[config.mk]
export PLATFORM = sky130hd
export DESIGN_NAME = feynman_vector_driver_flat
export DESIGN_NICKNAME = d
export VERILOG_FILES = /design/src/rtl/feynman_vector_driver_if.sv /design/src/rtl/feynman_vector_driver.sv /design/src/flat_wrapper.sv
export SDC_FILE = /design/constraint.sdc
export NUM_CORES = 1
export LEC_CHECK = 0
export CAP_MARGIN = 25
export CORE_MARGIN = 3
export CORE_UTILIZATION = 44
export CTS_CLUSTER_DIAMETER = 40
export DETAILED_ROUTE_END_ITERATION = 7
export PLACE_DENSITY = 0.68
export SLEW_MARGIN = 20
export SYNTH_ARGS = -nofsm -noshare
export SYNTH_HDL_FRONTEND = slang
export SYNTH_SLANG_ARGS = --single-unit
[constraint.sdc]
create_clock -name clk -period 3.15 [get_ports clk]
set_input_delay 0.315 -clock clk [delete_from_list [all_inputs] [get_ports clk]]
set_output_delay 0.315 -clock clk [all_outputs]
set_load 0.005 [all_outputs]
[src/rtl/feynman_vector_driver_if.sv]
// Handshake and gate-side bundle for the Feynman gate vector driver.
// master = sequencer side, slave = controller/gate side.
interface feynman_vector_driver_if #(
  parameter int CNT_W = 16
);
  logic             start;
  logic             dut_a;
  logic             dut_b;
  logic             dut_o1;
  logic             dut_o2;
  logic             busy;
  logic             done;
  logic             pass_flag;
  logic [CNT_W-1:0] err_cnt;
  logic [CNT_W-1:0] tog_cnt;

  modport master (
    input  start, dut_o1, dut_o2,
    output dut_a, dut_b, busy, done,
    output pass_flag, err_cnt, tog_cnt
  );

  modport slave (
    output start, dut_o1, dut_o2,
    input  dut_a, dut_b, busy, done,
    input  pass_flag, err_cnt, tog_cnt
  );
endinterface

[src/rtl/feynman_vector_driver.sv]
// Self-timed exhaustive stimulus/checker for a CNOT gate.
// Ports: clk, rst (sync high), bus (master: start in, a/b out, o1/o2 in, status out).
module feynman_vector_driver #(
  parameter int HOLD_CYCLES = 4,
  parameter int NUM_PASSES  = 1,
  parameter int CNT_W       = 16
) (
  input logic                     clk,
  input logic                     rst,
  feynman_vector_driver_if.master bus
);
  localparam int HW = $clog2(HOLD_CYCLES);
  localparam int PW = (NUM_PASSES > 1) ? $clog2(NUM_PASSES) : 1;

  typedef enum logic [1:0] {
    S_IDLE,
    S_RUN,
    S_DONE
  } state_t;

  state_t           r_state;
  state_t           w_next;
  logic [HW-1:0]    r_hold;
  logic [PW-1:0]    r_pass;
  logic [1:0]       r_vec;
  logic             r_first;
  logic             r_o1_q;
  logic             r_o2_q;
  logic             r_pass_flag;
  logic [CNT_W-1:0] r_err;
  logic [CNT_W-1:0] r_tog;

  logic             w_sample;
  logic             w_last;
  logic             w_mis;
  logic [1:0]       w_tog_inc;
  logic [CNT_W:0]   w_tog_sum;

  // Vector index bit0 is a, bit1 is b: 0->(0,0) 1->(1,0) 2->(0,1) 3->(1,1).
  // After vector 3 the index wraps to 0, so DONE/IDLE drive (0,0).
  assign bus.dut_a     = r_vec[0];
  assign bus.dut_b     = r_vec[1];
  assign bus.pass_flag = r_pass_flag;
  assign bus.err_cnt   = r_err;
  assign bus.tog_cnt   = r_tog;

  assign w_sample = (r_state == S_RUN) &&
                    (r_hold == HW'(HOLD_CYCLES - 1));
  assign w_last   = w_sample && (r_vec == 2'd3) &&
                    (r_pass == PW'(NUM_PASSES - 1));
  assign w_mis    = (bus.dut_o1 != r_vec[0]) ||
                    (bus.dut_o2 != (r_vec[0] ^ r_vec[1]));

  assign w_tog_inc = {1'b0, bus.dut_o1 ^ r_o1_q} +
                     {1'b0, bus.dut_o2 ^ r_o2_q};
  assign w_tog_sum = {1'b0, r_tog} + {{(CNT_W-1){1'b0}}, w_tog_inc};

  always_comb begin
    w_next   = r_state;
    bus.busy = 1'b0;
    bus.done = 1'b0;
    unique case (r_state)
      S_IDLE: if (bus.start) w_next = S_RUN;
      S_RUN: begin
        bus.busy = 1'b1;
        if (w_last) w_next = S_DONE;
      end
      S_DONE: begin
        bus.done = 1'b1;
        w_next   = S_IDLE;
      end
      default: w_next = S_IDLE;
    endcase
  end

  always_ff @(posedge clk) begin
    if (rst) begin
      r_state     <= S_IDLE;
      r_hold      <= '0;
      r_pass      <= '0;
      r_vec       <= '0;
      r_first     <= 1'b0;
      r_o1_q      <= 1'b0;
      r_o2_q      <= 1'b0;
      r_pass_flag <= 1'b0;
      r_err       <= '0;
      r_tog       <= '0;
    end else begin
      r_state <= w_next;
      r_o1_q  <= bus.dut_o1;
      r_o2_q  <= bus.dut_o2;
      unique case (r_state)
        S_IDLE: begin
          if (bus.start) begin
            r_err       <= '0;
            r_tog       <= '0;
            r_pass_flag <= 1'b0;
            r_vec       <= '0;
            r_hold      <= '0;
            r_pass      <= '0;
            r_first     <= 1'b1;
          end
        end
        S_RUN: begin
          r_first <= 1'b0;
          // o1_q/o2_q still hold pre-run values on the first cycle
          if (!r_first) begin
            if (w_tog_sum[CNT_W]) r_tog <= '1;
            else r_tog <= w_tog_sum[CNT_W-1:0];
          end
          if (w_sample) begin
            r_hold <= '0;
            r_vec  <= r_vec + 2'd1;
            if (w_mis && (r_err != '1)) r_err <= r_err + 1'b1;
            if (r_vec == 2'd3) r_pass <= r_pass + 1'b1;
          end else begin
            r_hold <= r_hold + 1'b1;
          end
        end
        S_DONE: r_pass_flag <= (r_err == '0);
        default: ;
      endcase
    end
  end
endmodule

[src/flat_wrapper.sv]
// flat-port wrapper written by rule: the top's interface ports become plain ports
module feynman_vector_driver_flat 
#(
  parameter int HOLD_CYCLES = 4,
  parameter int NUM_PASSES  = 1,
  parameter int CNT_W       = 16
)
  (clk, rst, bus_start, bus_dut_o1, bus_dut_o2, bus_dut_a, bus_dut_b, bus_busy, bus_done, bus_pass_flag, bus_err_cnt, bus_tog_cnt);
  feynman_vector_driver_if #(.CNT_W(CNT_W)) bus_i ();
  input logic clk;
  input logic rst;
  input wire logic [$bits(bus_i.start)-1:0] bus_start;
  input wire logic [$bits(bus_i.dut_o1)-1:0] bus_dut_o1;
  input wire logic [$bits(bus_i.dut_o2)-1:0] bus_dut_o2;
  output wire logic [$bits(bus_i.dut_a)-1:0] bus_dut_a;
  output wire logic [$bits(bus_i.dut_b)-1:0] bus_dut_b;
  output wire logic [$bits(bus_i.busy)-1:0] bus_busy;
  output wire logic [$bits(bus_i.done)-1:0] bus_done;
  output wire logic [$bits(bus_i.pass_flag)-1:0] bus_pass_flag;
  output wire logic [$bits(bus_i.err_cnt)-1:0] bus_err_cnt;
  output wire logic [$bits(bus_i.tog_cnt)-1:0] bus_tog_cnt;
  assign bus_i.start = bus_start;
  assign bus_i.dut_o1 = bus_dut_o1;
  assign bus_i.dut_o2 = bus_dut_o2;
  assign bus_dut_a = bus_i.dut_a;
  assign bus_dut_b = bus_i.dut_b;
  assign bus_busy = bus_i.busy;
  assign bus_done = bus_i.done;
  assign bus_pass_flag = bus_i.pass_flag;
  assign bus_err_cnt = bus_i.err_cnt;
  assign bus_tog_cnt = bus_i.tog_cnt;
  feynman_vector_driver #(.HOLD_CYCLES(HOLD_CYCLES), .NUM_PASSES(NUM_PASSES), .CNT_W(CNT_W)) u_core (.clk(clk), .rst(rst), .bus(bus_i));
endmodule
* Word-level counts from Yosys, hierarchy flattened
Cells that the tools add are included.
** Storage, ports and cells
- Bits in registers :: 43
- Latch bits :: 0
- RAM bits :: 0
- ROM bits :: 0
- Input bits :: 5
- Output and inout bits :: 37
- Word-level logic and storage cells :: 73
- Memories :: 0
** Cells by class
- Add/sub/neg operators :: 6
- Multiply operators :: 0
- Divide/modulo/power cells :: 0
- Magnitude comparators :: 0
- Equality and inequality tests :: 13
- Shifts and indexed selects :: 0
- Multiplexer cells :: 24
- Bitwise operators :: 4
- Reduce and logical (&&, ||, !) cells :: 16
** Operators with widths (count)
- 16-bit 2-to-1 mux :: 5
- 16-bit one-hot mux with 2 select lines :: 2
- 16-bit by 2-bit adder with 17-bit output :: 1
- 16-bit by 1-bit adder with 16-bit output (second input constant) :: 1
- 16-bit logical NOT :: 1
- 16-bit != test (second input constant) :: 1
- 2-bit one-hot mux with 2 select lines :: 3
- 2-bit 2-to-1 mux :: 5
- 2-bit != test (second input constant) :: 4
- 4-bit AND reduction :: 2
- 2-bit equality test (second input constant) :: 3
- 1-bit 2-to-1 mux :: 6
- 1-bit one-hot mux with 2 select lines :: 3
- 2-bit AND reduction :: 3
- 3-bit AND reduction :: 2
- 2-bit by 1-bit adder with 2-bit output (second input constant) :: 2
- 1-bit logical AND :: 4
- 2-bit by 1-bit != test with 1-bit output (second input constant) :: 2
- 2-bit nonzero test :: 2
- 1-bit bitwise XOR :: 3
- 1-bit by 1-bit adder with 2-bit output :: 1
- 2-bit by 1-bit equality test with 1-bit output (second input constant) :: 1
- 2-bit logical NOT :: 1
- 1-bit != test :: 2
- 3 further kinds :: 3

* Logic depth before layout (Yosys ltp)
- Depth after elaboration :: 7
- Gate-level depth with buffers :: 10
- Mapped depth without buffers :: 9

* Worst setup path before layout
OpenSTA, ideal clock, no wires.
- Kind :: input port to flip-flop
- Start :: in bus_dut_o1
- End :: reg u_core.r_tog[13], in the netlist u_core.bus.tog_cnt[13]
- Library setup time :: 0.071 ns
- Data arrival time :: 2.352 ns
- Data required time :: 3.079 ns
- Slack :: 0.727 ns
- Stages :: 10
- Buffers on the path :: 1
- Path through :: xnor2_1 > fa_1 > inv_1 > ha_1 > nand3_1 > or4_1 > nor2_1 > clkbuf_1 > o21ai_0 > a21oi_1
** On the way
- Word-level cells in the longest chain between the ends :: 6
** RTL lines
- start, declared :: line flat_wrapper.sv:13 : input wire logic [$bits(bus_i.dut_o1)-1:0] bus_dut_o1;
- 1-bit bitwise XOR :: line feynman_vector_driver.sv:54 : assign w_tog_inc = {1'b0, bus.dut_o1 ^ r_o1_q} +
- 1-bit by 1-bit adder with 2-bit output :: line feynman_vector_driver.sv:54
- 16-bit by 2-bit adder with 17-bit output :: line feynman_vector_driver.sv:56 : assign w_tog_sum = {1'b0, r_tog} + {{(CNT_W-1){1'b0}}, w_tog_inc};
- 16-bit 2-to-1 mux :: line feynman_vector_driver.sv:108 : if (w_tog_sum[CNT_W]) r_tog <= '1;
- 16-bit 2-to-1 mux :: line feynman_vector_driver.sv:107 : if (!r_first) begin
- 16-bit one-hot mux with 2 select lines :: line feynman_vector_driver.sv:92 : unique case (r_state)
- end signal, assigned :: line feynman_vector_driver.sv:109 : else r_tog <= w_tog_sum[CNT_W-1:0];
- end, declared :: line feynman_vector_driver.sv:31 : logic [CNT_W-1:0] r_tog;
No other way between the ends. The select of a mux whose other input is x is not followed.
A chain may end at the register's enable or synchronous reset.

* Worst setup path after layout
- Start :: in bus_dut_o1
- End :: reg u_core.r_tog[4], in the netlist u_core.bus.tog_cnt[4]
The elaborated chain is that of the path after synthesis.

==> metrics.yaml <==
status: "completed"
worstHoldPathType: "reg2reg"
cts_root_buf: "clkbuf_8"
antennaDiodeCount: 0
relSlewSlack: 0.6919
clock_skew_ns: 0.005604
rows: 26
worstSetupPathType: "in2reg"
rrSetupSlack_ns: 0.64
power_mw: 1.131
cts_buffers: 5
arrival_ns: 2.93
rsz0062_at_grt: "false"
place_ws_ns: 0.1671
dp_cells: 418
cts_tree: "yes"
cts.path.max_buffers: 2
wirelength_microns: 6525
p_leak_nw: 0.9940
fin_area_sq_mm: 0.003049
cts_hold_buf: 0
drv_slew: 0
ys_async_sr_fraction: 0
cts-htree-levels: 2
period_minus_slack_ns: 2.709
setup_viol: 0
yosys_warnings: 0
whs_ns: 0.4368
hold_violations: 0
worst_pin_slew_ns: 0.4608
syn_area_sq_mm: 0.002442
cp.required_ns: 3.37
grt_max_degree: 48
final_cell_mix: "dfxtp_1 (43), clkdlybuf4s50_1 (41), a21oi_1 (34), o21ai_0 (27), nand2_1 (24)"
via_count: 2495
cts_setup_buffers: 0
setup_ws_ns: 0.4406
crit_path_end_kind: "flip-flop"
final_common_cell: "dfxtp_1"
syn_area_per_cell_sq_um: 7.803
setup_tns_ns: 0
cts.sinks: 43
ios: 42
clk_pin_slew_ns: 0.08
synth_top_flop_cell: "dfxtp_1"
final.period_utilization: 0.8601
fin_cells: 425
antenna_found_initial: 0
critPathLaunchType: "primary input"
fmax_ghz: 0.3691
syn_inst: 313
wl_per_cell_microns: 15.35
die_y_microns: 80.51
synth_cell_types: 52
clk-insertion-delay-late_ns: 0.30
dpl.hpwl_microns: 4441
drc: 0
place_area_sq_mm: 0.002943
coreArea_sq_mm: 0.005238
start_util: 0.4663
layout.nets: 366
ys_ff_latch: 43
crit_fanout: 12
drv_cap: 0
gr-usage-all-layers: 0.2155
gp_congestion: 0.8139
synth_seq_area_share: 0.3525
grt_first_pass_wirelength_microns: 11140
powerDensity_mw_per_mm2: 371.0
ant_nets: 0
grt_pass1_vias: 2260
post_cts_resized: 0
area_growth_pct: 24.85
viasPerCell: 5.871
dr.pass1.iters: 4
synth.net_count: 324
io_buffers: 41
drive_gt1_frac: 0.07887
die_width_microns: 80.51
grt_overflow_total: 0
vdd_drop_max_mv: 0.2533
synth_edf_count: 0
final_util: 0.5822
fp.dieArea_sq_mm: 0.006481
drt_iter0_markers: 254
[metal layers]
layer	vias up	routed length, microns	part of all wire	track usage
met2	80	2948	0.45	0.3377
li1	1234	-	-	-
met3	11	399	0.061	0.05493
met4	0	91	0.014	0.04730
met1	1170	3085	0.47	0.2969
met5	-	0	0	0
[cell type report]
class	count	area, sq um
Sequential cell	43	860.8
Multi-Input combinational cell	242	1471
Fill cell	492	2188
Clock buffer	5	68.82
Clock inverter	2	37.54
Tap cell	70	87.58
Inverter	14	52.55
Timing Repair Buffer	49	470.5
[worst paths after layout]
kind / start / cells after the start / to
min reg2reg: u_core.r_pass / 1 / u_core.r_state[1]
max: bus_dut_o1 / 11 / u_core.bus.tog_cnt[4]
max reg2reg: u_core.r_o1_q / 10 / u_core.bus.tog_cnt[4]
min: u_core.r_pass / 1 / u_core.r_state[1]
[Yosys cell counts, types with 2 or more instances]
cell,instances,area share
clkbuf_1,12,0.018
or2_2,4,0.010
xnor2_1,5,0.018
o211ai_2,2,0.010
a21o_1,5,0.015
o21ai_0,27,0.055
a31oi_1,5,0.013
nand2_1,24,0.037
o32ai_1,4,0.014
and3_1,3,0.0077
a311oi_1,3,0.011
o22ai_1,5,0.013
nand3b_1,3,0.0092
or3_2,2,0.0061
nand4_1,3,0.0077
nor2_1,22,0.034
nor3_1,10,0.020
o21a_1,3,0.0092
nor3b_1,2,0.0061
ha_1,5,0.026
nand3_1,12,0.025
dfxtp_1,43,0.35
a21oi_1,34,0.070
o311ai_1,2,0.0072
a211oi_1,3,0.0092
nand2b_1,18,0.046
inv_1,14,0.022
or4_1,5,0.015
or3_1,6,0.015
nor2b_1,3,0.0077
nor4_1,3,0.0077
[critical path, cell delays in order]
cell	delay [ns]
clkdlybuf4s50_1	0.47
xnor2_1	0.19
fa_1	0.41
inv_1	0.08
ha_1	0.20
nand3_1	0.13
or4_1	0.56
nor2_1	0.14
buf_4	0.20
o21ai_0	0.10
a21oi_1	0.14
[sequential cells by signal, indices dropped and copies added, names as in the netlist]
name                  flops
u_core.bus.err_cnt       16
u_core.bus.pass_flag      1
u_core.r_first            1
u_core.r_o1_q             1
u_core.r_state            2
u_core.r_pass             1
u_core.bus.tog_cnt       16
u_core.r_vec              2
u_core.r_o2_q             1
u_core.r_hold             2
[cells by family (layout without fill, tap and decap cells)]
kind of cell,count (synthesis),in the layout,share of synthesized area
simple gates,128,128,0.2843
compound gates,103,103,0.2664
flops,43,43,0.3525
fa+ha+maj,6,6,0.03381
xor+xnor,5,5,0.01793
buf+inv,28,70,0.04508
[power by group]
| part | total (mW) | internal [mW] | switching (mW) |
|---|---|---|---|
| clock | 0.427 | 0.232 | 0.195 |
| sequential | 0.563 | 0.553 | 0.0100 |
| combinational | 0.141 | 0.0572 | 0.0842 |
No activity file was read; power rests on OpenSTA's default activity.
